===== config.mk =====
export PLATFORM = sky130hd
export DESIGN_NAME = brq_param
export DESIGN_NICKNAME = d
export VERILOG_FILES = /design/src/rtl/brq_param.sv
export SDC_FILE = /design/constraint.sdc
export NUM_CORES = 1
export LEC_CHECK = 0
export CORE_UTILIZATION = 52
export DETAILED_ROUTE_END_ITERATION = 7
export PLACE_DENSITY = 0.79
export SETUP_SLACK_MARGIN = 0.05
export SYNTH_ARGS = -nofsm -noshare
export SYNTH_HDL_FRONTEND = slang
export SYNTH_SLANG_ARGS = --single-unit

===== constraint.sdc =====
create_clock -name clk -period 4.5 [get_ports clk]
set_input_delay 0.675 -clock clk [delete_from_list [all_inputs] [get_ports clk]]
set_output_delay 0.675 -clock clk [all_outputs]
set_load 0.05 [all_outputs]

===== src/rtl/brq_param.sv =====
// Parametrised bus request queue: N_REQ requesters arbitrated (fixed or round-robin)
// into a DEPTH-entry FIFO whose head is offered only when its destination is free.
module brq_param #(
  parameter int unsigned N_REQ  = 4,
  parameter int unsigned N_DEST = 5,
  parameter int unsigned ID_W   = 4,
  parameter int unsigned DEPTH  = 8,
  parameter int unsigned RR     = 0,
  localparam int unsigned DW    = (N_DEST > 1) ? $clog2(N_DEST) : 1,
  localparam int unsigned CW    = $clog2(DEPTH + 1)
) (
  input  logic                   clk,
  input  logic                   clr,
  input  logic [N_REQ*ID_W-1:0]  send_in,
  input  logic [N_REQ*DW-1:0]    dest_in,
  input  logic [N_REQ-1:0]       req,
  output logic [N_REQ-1:0]       ack,
  input  logic [N_DEST-1:0]      free,
  input  logic                   pull,
  output logic                   valid,
  output logic                   empty,
  output logic                   full,
  output logic [CW-1:0]          count,
  output logic [ID_W-1:0]        send_out,
  output logic [DW-1:0]          dest_out
);

  localparam int unsigned PW = $clog2(DEPTH);
  localparam int unsigned LW = $clog2(N_REQ);
  localparam int unsigned EW = ID_W + DW;

  logic [EW-1:0]   mem_q [DEPTH];
  logic [PW-1:0]   wr_ptr_q, rd_ptr_q;
  logic [CW-1:0]   count_q;
  logic [LW-1:0]   last_q;

  logic [EW-1:0]   head;
  logic            head_free;
  logic            pop, enq_ok, gnt, found;
  logic [LW-1:0]   gnt_idx, idx;
  logic [ID_W-1:0] wr_send;
  logic [DW-1:0]   wr_dest;

  function automatic logic [PW-1:0] ptr_inc(input logic [PW-1:0] p);
    return (p == PW'(DEPTH - 1)) ? '0 : p + PW'(1);
  endfunction

  // Head and status decode; count_q is cleared asynchronously so outputs drop at once.
  always_comb begin
    head     = mem_q[rd_ptr_q];
    empty    = (count_q == '0);
    full     = (count_q == CW'(DEPTH));
    count    = count_q;
    send_out = empty ? '0 : head[EW-1:DW];
    dest_out = empty ? '0 : head[DW-1:0];
  end

  // Destinations with no free bit behind them count as always free.
  always_comb begin
    head_free = 1'b1;
    for (int i = 0; i < int'(N_DEST); i++) begin
      if (dest_out == DW'(i)) head_free = free[i];
    end
  end

  assign valid  = ~empty & head_free;
  assign pop    = pull & valid;
  assign enq_ok = ~full | pop;

  always_comb begin
    ack     = '0;
    gnt_idx = '0;
    idx     = '0;
    found   = 1'b0;
    if (!clr && enq_ok) begin
      if (RR == 0) begin
        for (int i = 0; i < int'(N_REQ); i++) begin
          if (req[i]) begin
            gnt_idx = LW'(i);
            found   = 1'b1;
          end
        end
      end else begin
        for (int k = 1; k <= int'(N_REQ); k++) begin
          idx = LW'((int'(last_q) + k) % int'(N_REQ));
          if (!found && req[idx]) begin
            gnt_idx = idx;
            found   = 1'b1;
          end
        end
      end
      if (found) ack[gnt_idx] = 1'b1;
    end
  end

  assign gnt = |ack;

  always_comb begin
    wr_send = '0;
    wr_dest = '0;
    for (int i = 0; i < int'(N_REQ); i++) begin
      if (gnt_idx == LW'(i)) begin
        wr_send = send_in[i*ID_W +: ID_W];
        wr_dest = dest_in[i*DW +: DW];
      end
    end
  end

  always_ff @(posedge clk) begin
    if (gnt) mem_q[wr_ptr_q] <= {wr_send, wr_dest};
  end

  always_ff @(posedge clk or posedge clr) begin
    if (clr) begin
      wr_ptr_q <= '0;
      rd_ptr_q <= '0;
      count_q  <= '0;
      last_q   <= LW'(N_REQ - 1);
    end else begin
      if (gnt) begin
        wr_ptr_q <= ptr_inc(wr_ptr_q);
        last_q   <= gnt_idx;
      end
      if (pop) rd_ptr_q <= ptr_inc(rd_ptr_q);
      if (gnt && !pop)      count_q <= count_q + CW'(1);
      else if (pop && !gnt) count_q <= count_q - CW'(1);
    end
  end

endmodule

---- Word level (Yosys, flattened, before mapping) ----
Memories as Yosys holds them, arrays and structs flattened.
Cells that the tools add are included.
operators by class
  bitwise gates (word level) .............. 5
  multiplexer cells ....................... 35
  eq/ne operators ......................... 10
  order comparisons ....................... 2
  add/subtract/negate cells ............... 4
  reduce and logical (&&, ||, !) cells .... 12
operator list
  cell                                                                                  count
  4-bit 2-to-1 mux                                                                      9
  3-bit 2-to-1 mux                                                                      7
  1-bit 2-to-1 mux                                                                      14
  3-bit equality test (second input constant)                                           3
  2-bit 2-to-1 mux                                                                      4
  3-bit by 1-bit adder with 3-bit output (second input constant)                        2
  3-bit by 2-bit equality test with 1-bit output (second input constant)                2
  4-bit by 1-bit adder with 4-bit output (second input constant)                        1
  2-bit equality test (second input constant)                                           2
  4-bit equality test (second input constant)                                           1
  1-bit logical AND                                                                     4
  4-bit logical NOT                                                                     1
  4-bit OR reduction                                                                    1
  4-bit by 1-bit subtractor with 4-bit output (second input constant)                   1
  3-bit by 1-bit equality test with 1-bit output (second input constant)                1
  1-bit logical NOT                                                                     3
  3-bit logical NOT                                                                     1
  2-bit by 3-bit less-than comparator with 1-bit output (second input constant)         1
  1-bit bitwise AND                                                                     2
  1-bit demux with 2-bit select                                                         1
  2-bit by 1-bit equality test with 1-bit output (second input constant)                1
  2-bit by 1-bit greater-or-equal comparator with 1-bit output (second input constant)  1
  2-bit logical NOT                                                                     1
  1-bit inverter                                                                        2
  other kinds (2)                                                                       2
storage, ports and cells
  memory bits (writable) .................. 56
  memories ................................ 1
  flip-flop bits (word level) ............. 10
  bits of input ports ..................... 40
  output and inout port bits .............. 18
memory list
  name   words  width  rd ports  clocked after memory_dff  wr ports  line  text
  mem_q  8      7      1         0                         1         32    logic [EW-1:0] mem_q [DEPTH];

---- Logic depth before layout (Yosys ltp) ----
  word-level depth ........................ 24
  mapped depth ............................ 16

---- Worst setup path after synthesis ----
OpenSTA, ideal clock, no wires.
  kind .................................... register to register
  start ................................... register count_q[1] (netlist: count[1])
  end ..................................... register count_q[3] (netlist: count[3])
  setup time .............................. 0.144 ns
  period minus slack after synthesis ...... 4.435 ns
  data required time ...................... 4.356 ns
  setup slack ............................. 0.065 ns
  cell stages (with the launch flop) ...... 13
  arrival time ............................ 4.291 ns
  cells stage by stage .................... dfrtp_1 > nor4b_1 > nor2_1 > a31oi_4 > nor2_4 > ha_1 > inv_1 > ha_1 > a21o_1 > a21oi_1 > xnor2_1 > nor2_1 > xor2_1
between the ends
  elaborated cells between the ends (all ways) .. 30
  classes of those cells .................. 2 x add/sub; 5 x eq/ne; 9 x mux; 5 x bitwise; 9 x reduce/logical
RTL lines
  item                                 line  text
  start, declared                      34    logic [CW-1:0] count_q;
  start signal, assigned               125   if (gnt && !pop) count_q <= count_q + CW'(1);
  start signal, assigned               126   else if (pop && !gnt) count_q <= count_q - CW'(1);
  4-bit equality test *                52    full = (count_q == CW'(DEPTH));
  named net full                       22    output logic full,
  1-bit inverter *                     68    assign enq_ok = ~full | pop;
  1-bit bitwise OR *                   68
  1-bit logical AND *                  75    if (!clr && enq_ok) begin
  4-bit 2-to-1 mux *                   75
  4-bit OR reduction *                 96    assign gnt = |ack;
  named net gnt                        39    logic pop, enq_ok, gnt, found;
  1-bit logical NOT                    126
  1-bit logical AND                    126
  2-bit nonzero test (no source line)  --
Mark *: on every way through the listed nets, which the timed path passes. The rest lies on a longest branch. The select of a mux whose other input is x is not followed.
A chain may end at the register's enable or synchronous reset.

---- Final worst setup path ----
  start ................................... register rd_ptr_q[0]
  end ..................................... output ack[1]
between the ends
  word-level cells in the longest chain between the ends .. 13
  elaborated cells between the ends (all ways) .. 17
  classes of those cells .................. 4 x eq/ne; 7 x mux; 3 x bitwise; 2 x reduce/logical; 1 x memory
ends and longest elaborated chain
  item                           line  text
  start, declared                33    logic [PW-1:0] wr_ptr_q, rd_ptr_q;
  start signal, assigned         124   if (pop) rd_ptr_q <= ptr_inc(rd_ptr_q);
  memory read 8 x 7 bit *        --
  3-bit 2-to-1 mux *             55    dest_out = empty ? '0 : head[DW-1:0];
  3-bit logical NOT              62    if (dest_out == DW'(i)) head_free = free[i];
  1-bit 2-to-1 mux (4 in a row)  62
  1-bit 2-to-1 mux *             62
  1-bit bitwise AND *            66    assign valid = ~empty & head_free;
  1-bit bitwise AND *            67    assign pop = pull & valid;
  1-bit bitwise OR *             68
  1-bit logical AND *            75
  4-bit 2-to-1 mux *             75
  end, declared                  17    output logic [N_REQ-1:0] ack,
Mark *: on every way between the ends. The rest lies on a longest branch, timed or not.

==> results.md <==
- The dominant combinational cell family by area after synthesis is multiplexers.
- For this design the ratio of total power to cell area is 751 mW/mm^2.
- The die height is 80.9 um.
- The flow ran to the end, and the final reports show no timing, DRC or antenna violations.
- The max-slew violation total from the final report is 0.
- The number of levels the H-tree was split into is 3.
- The routed via count is 1970.
- The synthesized net count is 255.
- The peak clock frequency supported by timing is 252 MHz.
- STA classifies the critical path startpoint as a flip-flop.
- The clock sink count is 66.
- The number of global-route vias before repair is 1861.
- The largest fanout of any net on the critical path is 17.
- Setup repair after global routing left no endpoint under its margin.
- The flip-flop cell with the highest count after synthesis is sky130_fd_sc_hd__edfxtp_1.
- Global routing used 3.93% of the available met3 tracks.
- The simple logic cell fraction of the synthesized area is 9.48%.
- Detailed placement ended at an HPWL of 4180 um.
- For this block, the routed nets add up to 5810 um of wire.
- The count of nets after finishing is 322.
- After synthesis the netlist holds a flip-flop and latch count of 66.
- The die covers 0.00654 mm^2.
- Sorting the synthesized cells by area gives the leading types as sky130_fd_sc_hd__edfxtp_1, sky130_fd_sc_hd__dfrtp_1, sky130_fd_sc_hd__mux4_2.
- In this design, the stage delay of the slowest critical-path cell is 700 ps.
- The multiplexer fraction of the synthesized cell area is 14.7%.
- Summing the areas of all xor and xnor instances in the mapped netlist gives 1.08% of the synthesized area.
- The post-synth design cell area is 0.00323 mm^2.
- Buffers placed on the I/O ports in this run total 57.
- The critical path's slowest cell is sky130_fd_sc_hd__dfrtp_1.
- The synthesized netlist devotes 9.06% of its cell area to compound gates.
- The clock tree root buffer cell is sky130_fd_sc_hd__clkbuf_8.
- The global-route wire length before repair is 9050 um.
- In this run, post-CTS hold repair placed 0 buffers.
- After the first detailed-routing iteration, the DRC count stood at 74.
- The floorplan die width is 80.9 um.
- The synthesized area divided by synthesized cell count is 15.6 um^2.
- The final critical path takes up 88.0% of the cycle.
- The arithmetic-cell share of the synthesized area counting full adders, half adders and majority gates is 3.33%.
- Entering global routing, the biggest net connects 20 pins.
- By count the netlist is led by sky130_fd_sc_hd__edfxtp_1, sky130_fd_sc_hd__nor2_1, sky130_fd_sc_hd__nand2_1, sky130_fd_sc_hd__mux4_2, sky130_fd_sc_hd__dfrtp_1.
- The most common cell in the synthesized netlist is sky130_fd_sc_hd__edfxtp_1.
- The layout overhead on the synthesized area is 25.9%.
- The number of setup buffers added after CTS is 0.
- The share of flip-flops with an asynchronous set or reset after synthesis is 15.2%.
- The total number of placement rows is 28.
- The longest clock path from root to sink contains 2 buffers.
- The share of the yosys chip area belonging to registers is 59.8%.
- The multi-input combinational cells in the finished layout cover a total of 0.00122 mm^2.
- The worst pin sits at a relative slew slack of 58.0%.
- The initial utilization of the core area, before any placement, comes to 54.3%.
- The CTS buffer count is 9.
- For this design the static power due to leakage is 1.47 nW.
- For the pin with the worst max-slew slack, the measured transition is 629 ps.
- The kind of critical path is reg -> out.
- The met1 track demand over resource is 25.3%.
- The non-filler instance count after layout is 354.
- The fraction of final layout cells with drive strength greater than 1 is 19.7%.
- On the final layout, the worst clock skew is 7.73 ps.
- The number of enable flip-flop cells after synthesis is 56.
- The total count of hold-check failures in the final report is 0.
- Setup total negative slack on the finished layout was measured at 0 ps.
- Before antenna repair, the detailed router went through 4 iterations.
- STA puts the critical path data required time at 3830 ps.
- After filler insertion, the fill cell instance count of the layout stands at 431.
- 58 I/O pins were placed.
- The proportion of netlist area held by the largest area contributor is 52.0%.
- For the worst-skew pair, the clock arrives at the later sink with an insertion delay of 330 ps.
- After detailed placement, the design holds a cell count of 338.
- The number of nets still failing antenna checks after routing is 0.
- The sequential standard cell area is 0.00193 mm^2.
- Traced cell by cell, the critical path runs through mux4_2, mux2i_4, a21oi_2, a2111oi_4, a31oi_4, buf_4, nor4b_1, buf_4.
- After technology mapping, the gate count stands at 207.
- The global routing met2 resource utilization is 32.1%.
- Yosys printed 0 warnings.
- The total track usage is 19.7%.
- Setup violations remaining at the end of the flow were counted as 0.
- The repair_antennas step left the layout with diodes totalling 0.
- The class of the tightest hold or removal check is reg -> reg.
- The cell that appears most often on the critical path is sky130_fd_sc_hd__buf_4.
- The last weighted congestion value of the routability-driven placer is 0.717.
- Summed over all layers, the global routing overflow is 0.
- The data arrival time at the worst-slack endpoint is 3290 ps.
- The routed design could run at a clock period as short as 3960 ps.
- The number of design rule violations left after detail routing is 0.
- The clock-pin slew on the worst setup and hold paths is 70 ps.
- The core region is 0.00596 mm^2.
- Dividing the detail-routed wire length by the instance count gives 16.4 um.
- The register-to-register setup slack is 720 ps.
- Dividing the detail-routed via count by the number of cells gives 5.56.
- The number of maximum-capacitance violations is 0.
- The number of gates resized after CTS was 0.
- The maximum vdd ir drop is 623 uV.
- The number of antenna violations at the first check in global routing is 0.
- The most heavily used metal layer in global routing is met2.
- TritonCTS built the clock tree.
- The distinct cell type count after synthesis is 52.
- sky130_fd_sc_hd__edfxtp_1 takes more of the synthesized area than any other cell.
- The worst setup path is captured at an output pin.
[per-layer routing]
layer | vias to the layer above | wire (um)
met5 | - | 0
met4 | 0 | 104
met3 | 7 | 227
met2 | 61 | 2830
met1 | 944 | 2650
li1 | 958 | -
[final timing paths]
path                                         start                      end  depth (start not counted)
setup / recovery           rd_ptr_q[0]$_DFFE_PP0P_                   ack[1]                          8
hold / removal                count[3]$_DFFE_PP0P_     count[3]$_DFFE_PP0P_                          1
setup reg to reg           rd_ptr_q[0]$_DFFE_PP0P_     count[3]$_DFFE_PP0P_                         14
hold reg to reg               count[3]$_DFFE_PP0P_     count[3]$_DFFE_PP0P_                          1
max in group asynchronous                      clr  rd_ptr_q[0]$_DFFE_PP0P_                          2
min in group asynchronous                      clr     count[3]$_DFFE_PP0P_                          2
[kinds of logic after synthesis]
kind of cell    after synthesis
simple gates                 51
compound gates               36
flops                        66
xor+xnor                      4
fa+ha+maj                     8
buf+inv                      15
mux                          27
[flip-flops by register name, summed over array words and instances (netlist names)]
register / count
mem_q: 56
count: 4
rd_ptr_q: 3
wr_ptr_q: 3
[cells in the final DEF, fill, tap and decap left out, types with 3 or more instances in the layout]
| cell type | instances |
|---|---|
| sky130_fd_sc_hd__clkbuf_8 | 9 |
| sky130_fd_sc_hd__ha_1 | 7 |
| sky130_fd_sc_hd__mux2_1 | 3 |
| sky130_fd_sc_hd__edfxtp_1 | 56 |
| sky130_fd_sc_hd__clkdlybuf4s50_1 | 53 |
| sky130_fd_sc_hd__a21oi_1 | 3 |
| sky130_fd_sc_hd__inv_1 | 4 |
| sky130_fd_sc_hd__nor4b_1 | 4 |
| sky130_fd_sc_hd__mux4_2 | 11 |
| sky130_fd_sc_hd__mux2_2 | 3 |
| sky130_fd_sc_hd__nor2_1 | 14 |
| sky130_fd_sc_hd__o22a_1 | 7 |
| sky130_fd_sc_hd__dfrtp_1 | 10 |
| sky130_fd_sc_hd__mux2i_1 | 4 |
| sky130_fd_sc_hd__xnor2_1 | 3 |
| sky130_fd_sc_hd__o22ai_1 | 7 |
| sky130_fd_sc_hd__nor3_1 | 3 |
| sky130_fd_sc_hd__mux2_4 | 3 |
| sky130_fd_sc_hd__nand2_1 | 12 |
| sky130_fd_sc_hd__o21ai_0 | 9 |
| sky130_fd_sc_hd__buf_4 | 12 |
[critical path, delay by kind of cell, from the launching register on]
kind            cells  cell delay, ps
compound gates      3             640
mux                 2             890
flops               1             700
buf+inv             2             470
simple gates        1             250
[stage by stage]
stage / area, um^2 / total power [mW] / setup WS [ps] / hold slack (ps) / utilization, %
2_1_floorplan: 3230 / 2.22 / 64.9 / 515 / -
6_report: 4070 / 3.06 / 539 / 502 / 68.4
3_5_place_dp: 3890 / 2.62 / 669 / 501 / 65.3
4_1_cts: 4070 / 3.08 / 482 / 511 / 68.4
3_3_place_gp: 3890 / 2.60 / 789 / 499 / 65.3
5_1_grt: 4070 / 3.22 / 329 / 551 / 68.4
[cell type report]
| class | instances | area share, % |
|---|---|---|
| Sequential cell | 66 | 47.4 |
| Multi-Input combinational cell | 126 | 29.9 |
| Timing Repair Buffer | 65 | 15.2 |
| Clock buffer | 10 | 3.13 |
| Tap cell | 75 | 2.30 |
| Clock inverter | 6 | 1.41 |
| Inverter | 6 | 0.553 |
[report_power, final]
part,switching [mW],internal (mW),total [mW]
clock network,0.207,0.251,0.457
registers,0.133,0.864,0.997
logic,0.909,0.694,1.60
Power figures use the tool's default switching activity.
